`src/rtl/md5_pkg.sv`:
```
// Shared constants, state encoding and per-byte source selection for the MD5 padder.
// Pure declarations: no logic, no latency, no flow control.
package md5_pkg;

  localparam int         MD5_BLOCK_BYTES = 64;
  localparam int         MD5_LEN_BYTES   = 8;
  localparam logic [7:0] MD5_PAD_BYTE    = 8'h80;
  localparam int         MD5_LEN_START   = MD5_BLOCK_BYTES - MD5_LEN_BYTES;

  typedef enum logic [1:0] {
    ST_FILL,
    ST_EMIT,
    ST_EXTRA
  } md5_state_t;

  typedef enum logic [1:0] {
    SRC_DATA,
    SRC_PAD,
    SRC_ZERO,
    SRC_LEN
  } md5_src_t;

  // fill: bytes of message data in the block; term: message ends in this block;
  // extra: the overflow block that carries only padding and length.
  function automatic md5_src_t byte_src(input int k, input logic [6:0] fill,
                                        input logic term, input logic extra,
                                        input logic pad0);
    md5_src_t src;
    src = SRC_ZERO;
    if (extra) begin
      if (k >= MD5_LEN_START)     src = SRC_LEN;
      else if (k == 0 && pad0)    src = SRC_PAD;
    end else if (k < int'(fill)) begin
      src = SRC_DATA;
    end else if (term && k == int'(fill)) begin
      src = SRC_PAD;
    end else if (term && k >= MD5_LEN_START && int'(fill) < MD5_LEN_START) begin
      src = SRC_LEN;
    end
    return src;
  endfunction

endpackage

```
`src/rtl/md5_pad_sel.sv`:
```
// Combinational block former: picks data, 0x80, zero or length for each of the 64 bytes.
// Zero latency; no flow control of its own.
module md5_pad_sel
  import md5_pkg::*;
#(
  parameter int LEN_W = 61
) (
  input  logic [8*MD5_BLOCK_BYTES-1:0] data_blk,
  input  logic [6:0]                   fill,
  input  logic                         term,
  input  logic                         extra,
  input  logic                         pad0,
  input  logic [LEN_W-1:0]             msg_len,
  output logic [8*MD5_BLOCK_BYTES-1:0] blk
);

  logic [63:0] bit_len;

  always_comb begin
    bit_len = 64'(msg_len) << 3;
    blk     = '0;
    for (int k = 0; k < MD5_BLOCK_BYTES; k++) begin
      case (byte_src(k, fill, term, extra, pad0))
        SRC_DATA: blk[k*8 +: 8] = data_blk[k*8 +: 8];
        SRC_PAD:  blk[k*8 +: 8] = MD5_PAD_BYTE;
        // length field starts on an 8-byte boundary, so k%8 is the length byte index
        SRC_LEN:  blk[k*8 +: 8] = bit_len[(k % 8)*8 +: 8];
        default:  blk[k*8 +: 8] = 8'h00;
      endcase
    end
  end

endmodule

```
`src/rtl/md5_padder.sv`:
```
// Packs message beats into 64-byte blocks with MD5 padding; block valid the cycle after the
// completing beat, held stable until out_ready; in_ready is low whenever a block is held.
module md5_padder
  import md5_pkg::*;
#(
  parameter int IN_BYTES = 4,
  parameter int LEN_W    = 61
) (
  input  logic                          clk,
  input  logic                          rst_n,
  input  logic                          in_valid,
  output logic                          in_ready,
  input  logic [8*IN_BYTES-1:0]         in_data,
  input  logic [$clog2(IN_BYTES+1)-1:0] in_nbytes,
  input  logic                          in_last,
  output logic                          out_valid,
  input  logic                          out_ready,
  output logic [8*MD5_BLOCK_BYTES-1:0]  out_block,
  output logic                          out_last,
  output logic                          busy
);

  localparam int NB_W  = $clog2(IN_BYTES + 1);
  localparam int SLOTS = MD5_BLOCK_BYTES / IN_BYTES;

  md5_state_t                   state_q;
  logic [6:0]                   fill_q;
  logic [LEN_W-1:0]             cnt_q;
  logic [8*MD5_BLOCK_BYTES-1:0] buf_q;
  logic                         pending_q;
  logic                         pad0_q;

  logic [6:0]                   n_eff;
  logic [6:0]                   fill_nxt;
  logic [LEN_W-1:0]             cnt_nxt;
  logic [8*MD5_BLOCK_BYTES-1:0] merged;
  logic [8*MD5_BLOCK_BYTES-1:0] sel_blk;
  logic [LEN_W-1:0]             sel_len;
  logic                         sel_extra;
  logic                         blk_done;

  assign in_ready  = rst_n && (state_q == ST_FILL);
  assign out_valid = (state_q != ST_FILL);
  assign busy      = (state_q != ST_FILL) || (cnt_q != '0);

  always_comb begin
    n_eff = 7'(IN_BYTES);
    if (in_last && (in_nbytes < NB_W'(IN_BYTES))) n_eff = 7'(in_nbytes);
  end

  assign fill_nxt = fill_q + n_eff;
  assign cnt_nxt  = cnt_q + LEN_W'(n_eff);
  assign blk_done = in_last || (fill_nxt == 7'(MD5_BLOCK_BYTES));

  // Non-last beats are always full, so the fill offset is a whole number of beat slots.
  always_comb begin
    merged = buf_q;
    for (int s = 0; s < SLOTS; s++) begin
      if (fill_q == 7'(s*IN_BYTES)) begin
        for (int i = 0; i < IN_BYTES; i++) begin
          if (7'(i) < n_eff) merged[(s*IN_BYTES + i)*8 +: 8] = in_data[i*8 +: 8];
        end
      end
    end
  end

  // In EMIT the former is only consulted to build the overflow block.
  assign sel_extra = (state_q == ST_EMIT);
  assign sel_len   = sel_extra ? cnt_q : cnt_nxt;

  md5_pad_sel #(
    .LEN_W(LEN_W)
  ) u_pad_sel (
    .data_blk(merged),
    .fill    (fill_nxt),
    .term    (in_last),
    .extra   (sel_extra),
    .pad0    (pad0_q),
    .msg_len (sel_len),
    .blk     (sel_blk)
  );

  always_ff @(posedge clk or negedge rst_n) begin
    if (!rst_n) begin
      state_q   <= ST_FILL;
      fill_q    <= '0;
      cnt_q     <= '0;
      buf_q     <= '0;
      pending_q <= 1'b0;
      pad0_q    <= 1'b0;
      out_block <= '0;
      out_last  <= 1'b0;
    end else begin
      case (state_q)
        ST_FILL: begin
          if (in_valid) begin
            cnt_q <= cnt_nxt;
            if (blk_done) begin
              out_block <= sel_blk;
              out_last  <= in_last && (fill_nxt < 7'(MD5_LEN_START));
              pending_q <= in_last && (fill_nxt >= 7'(MD5_LEN_START));
              pad0_q    <= (fill_nxt == 7'(MD5_BLOCK_BYTES));
              fill_q    <= '0;
              state_q   <= ST_EMIT;
            end else begin
              buf_q  <= merged;
              fill_q <= fill_nxt;
            end
          end
        end
        ST_EMIT: begin
          if (out_ready) begin
            if (pending_q) begin
              out_block <= sel_blk;
              out_last  <= 1'b1;
              pending_q <= 1'b0;
              state_q   <= ST_EXTRA;
            end else begin
              if (out_last) cnt_q <= '0;
              out_last <= 1'b0;
              state_q  <= ST_FILL;
            end
          end
        end
        ST_EXTRA: begin
          if (out_ready) begin
            cnt_q    <= '0;
            out_last <= 1'b0;
            state_q  <= ST_FILL;
          end
        end
        default: state_q <= ST_FILL;
      endcase
    end
  end

endmodule

```
`config.mk`:
```
export PLATFORM = sky130hd
export DESIGN_NAME = md5_padder
export DESIGN_NICKNAME = d
export VERILOG_FILES = /design/src/rtl/md5_pkg.sv /design/src/rtl/md5_pad_sel.sv /design/src/rtl/md5_padder.sv
export SDC_FILE = /design/constraint.sdc
export NUM_CORES = 2
export LEC_CHECK = 0
export BUFFER_PORTS_ARGS = -buffer_cell sky130_fd_sc_hd__buf_2
export CORE_MARGIN = 3
export CORE_UTILIZATION = 35
export CTS_CLUSTER_DIAMETER = 60
export DETAILED_ROUTE_END_ITERATION = 8
export HOLD_SLACK_MARGIN = 0.12
export PLACE_DENSITY = 0.62
export SYNTH_ARGS = -nofsm -noshare
export SYNTH_HDL_FRONTEND = slang
export SYNTH_SLANG_ARGS = --single-unit
export TNS_END_PERCENT = 30
```
`constraint.sdc`:
```
create_clock -name clk -period 3.17 [get_ports clk]
set_input_delay 0.1585 -clock clk [delete_from_list [all_inputs] [get_ports clk]]
set_output_delay 0.1585 -clock clk [all_outputs]
set_load 0.02 [all_outputs]
```
==> reports/qor.txt <==
Clock root cell -> clkbuf_16
Chip width -> 388.2 µm
Final setup viols -> 0
I/O Buffers -> 555
Die Ht -> 388.2 µm
Area delta synth->final -> 28.84%
#FFs+latches synth -> 1097
Clock transition at path regs -> 0.06 ns
Initial core utilization -> 0.3543
Die area -> 150700 µm²
GR Overflow Total -> 0
Share of post-route cells with drive strength above 1 -> 0.3536
Clk_lat worst skew -> 0.81 ns
Synth warn -> 0
Crit path arrival time -> 3.81 ns
Worst Skew -> 0.04121 ns
Cell Area, Synth -> 51140 µm²
Cells along the critical path -> ha_4 -> o21ai_1 -> o211a_1 -> buf_4 -> xor2_2 -> buf_4 -> buf_4 -> nor2_4 -> buf_4 -> o21ai_0 -> a221o_1 -> o21ai_0
Clock Power Share -> 0.328
Drt total wl -> 196200 µm
Vias -> 41870
Residual DRC -> 0
Cell Int Power -> 31.78 mW
Period minus WS final -> 3.095 ns
RSZ-0062 raised after global routing -> false
Worst Path Required -> 3.88 ns
Hold Crit Class -> in2reg
CTS buffer count -> 137
CTS Buffer Depth -> 3
HPWL Detailed -> 144000 µm
Crit path launch type -> register
Setup TNS Final -> 0 ns
Crit end category -> register
Core area -> 144400 µm²
Most common cell on crit path -> buf_4
Number of antenna violations at the first check in global routing -> 7
Largest net degree at the start of global routing -> 121
Final Power -> 49.90 mW
Post-synthesis sequential area ratio -> 0.5368
Power Density -> 757.3 nW/µm²
Sequential power share -> 0.350
VDD IR max -> 454.7 µV
Switch share -> 0.3632
TritonCTS clock tree -> built
Worst path max stage delay -> 0.48 ns
Layout Nets -> 5642
Post-synthesis cell type count -> 89
First-pass GRT wire length -> 285900 µm
Max Cap Viol -> 0
Logic pwr share -> 0.322
Switch Pwr -> 18.12 mW
Final period utilization -> 0.9762
Instance count of the mapped netlist -> 4615
WL/cell -> 25.79 µm
IO Count -> 556
Final Wtd Congestion -> 0.9962
Placed Instance Area -> 60360 µm²
Crit-path max FO -> 8
Initial DRC Count -> 3303
H-tree depth -> 4
Clk sink count -> 1097
Post-synth EDFFs -> 0
Vias per inst -> 5.503
Slowest cell on crit path -> a221o_1
Gr usage total -> 0.2549
Ys flop type -> dfrtp_1
Leak -> 32.95 nW
Worst-Margin Slew -> 0.9192 ns
Fin. Hold Viols -> 0
Routed Antenna Nets -> 0
Status -> completed
Kind of critical path -> reg2reg
Fin area -> 65890 µm²
Drt first pass iters -> 5
Post-Syn Nets -> 4665
Site Rows -> 139
Fmax -> 323.1 MHz
Share of synthesized registers carrying an async set or reset -> 1.000
Vias in the first global route -> 41400
Slew Limit Fails -> 0
Avg Cell Area, Syn -> 11.08 µm²
Relative slew margins -> 0.3849
## layout make-up
cell class | count | area [µm²]
Clock buffer | 191 | 3914
Timing Repair Buffer | 1178 | 8559
Fill cell | 13490 | 78460
Tap cell | 1903 | 2381
Sequential cell | 1097 | 27450
Antenna cell | 4 | 10.01
Inverter | 17 | 63.81
Clock inverter | 58 | 869.6
Multi-Input combinational cell | 3161 | 22640
## synthesized netlist by cell type, types with 25 or more instances
| library cell | count | share of area |
|---|---|---|
| dfrtp_1 | 1097 | 0.54 |
| nand2_1 | 654 | 0.048 |
| mux2_2 | 532 | 0.12 |
| o21ai_0 | 505 | 0.049 |
| mux2i_1 | 479 | 0.094 |
| clkbuf_1 | 226 | 0.017 |
| nor2_1 | 152 | 0.011 |
| nand3_1 | 95 | 0.0093 |
| a21oi_1 | 88 | 0.0086 |
| o31ai_1 | 85 | 0.012 |
| buf_2 | 73 | 0.0071 |
| nor3_1 | 60 | 0.0059 |
| a22o_1 | 48 | 0.0082 |
| a31oi_1 | 32 | 0.0039 |
| o21ai_1 | 27 | 0.0026 |
| nand4_1 | 26 | 0.0032 |
| a21o_1 | 25 | 0.0037 |
## what timing repair did
item                                    4_1_cts  5_1_grt
setup buffers                                 0       13
endpoints found under the hold margin      1643        0
resized for setup                            13       38
pin swaps                                     0        9
cloned                                        0        3
hold buffers                                 37        0
endpoints found under the setup margin       71      632
## power groups by stage
stage	clock network, mW	registers (mW)	logic [mW]
2_1_floorplan	0	18.4	7.37
3_3_place_gp	0	17.6	15.4
3_5_place_dp	0	17.7	15.6
4_1_cts	16.7	17.4	15.7
5_1_grt	17.3	17.7	17.0
6_report	16.4	17.5	16.1
## worst paths after layout
path / startpoint / to / slack, ns / cells past startpoint
max in group asynchronous: rst_n / out_block[299]$_DFFE_PN0P_ / 2.19 / 3
max: fill_q[2]$_DFFE_PN0P_ / out_block[111]$_DFFE_PN0P_ / 0.08 / 12
min in group asynchronous: rst_n / out_block[356]$_DFFE_PN0P_ / 0.28 / 3
min reg2reg: out_block[31]$_DFFE_PN0P_ / out_block[31]$_DFFE_PN0P_ / 0.46 / 2
max reg2reg: fill_q[2]$_DFFE_PN0P_ / out_block[111]$_DFFE_PN0P_ / 0.08 / 12
min: in_last / out_last$_DFFE_PN0P_ / 0.27 / 6
## kinds of logic after synthesis
family	Yosys count	share of synthesized area
AND/OR/NAND/NOR	1153	0.1009
multiplexers	1011	0.2109
adder cells (fa/ha/maj)	10	0.002447
buffers and inverters	357	0.03007
flip-flops	1097	0.5368
AO/OA/AOI/OAI	971	0.1160
XOR/XNOR	16	0.002887
## layer usage
layer,vias to the layer above,part of all wire,global-route usage
met5,-,0.00028,0
met4,10,0.047,0.1080
met3,391,0.085,0.07283
met2,1583,0.44,0.3903
met1,21240,0.42,0.3378
li1,18640,-,-
## flip-flops by register name, summed over array words and instances, names as in the netlist
name	count
out_last	1
cnt_q	61
state_q	2
fill_q	7
buf_q	512
pad0_q	1
pending_q	1
out_block	512
## placed cells by master, fill, tap and decap left out, types with 31 or more instances in the layout
cell / count
a22o_1: 48
a31oi_1: 31
o31ai_1: 84
nor3_1: 53
o21ai_1: 35
buf_2: 554
a21oi_1: 86
nand2_1: 649
clkbuf_16: 141
buf_4: 506
dfrtp_1: 1097
o21ai_0: 491
buf_12: 75
nand3_1: 87
mux2_2: 531
mux2i_1: 478
nor2_1: 143
dlygate4sd3_1: 36
## critical path: cells and delay by family, from the launching register on
| family | cells | cell delay (ns) |
|---|---|---|
| compound gates | 5 | 1.26 |
| buf+inv | 4 | 0.64 |
| flops | 1 | 0.43 |
| fa+ha+maj | 1 | 0.34 |
| xor+xnor | 1 | 0.19 |
| simple gates | 1 | 0.17 |
## through the flow
| stage | hold WS, ns | util | instances | setup WS, ns |
|---|---|---|---|---|
| 5_1_grt | 0.2749 | 0.4564 | 7606 | 0.0005795 |
| 2_1_floorplan | -0.1371 | - | 4615 | -0.02328 |
| 4_1_cts | 0.2080 | 0.4543 | 7589 | -0.001832 |
| 3_3_place_gp | 0.2310 | 0.4182 | 7303 | -0.5354 |
| 6_report | 0.2655 | 0.4564 | 7609 | 0.07535 |
| 3_5_place_dp | 0.2317 | 0.4182 | 7303 | -0.5202 |
(Power assumes the default switching activity.)
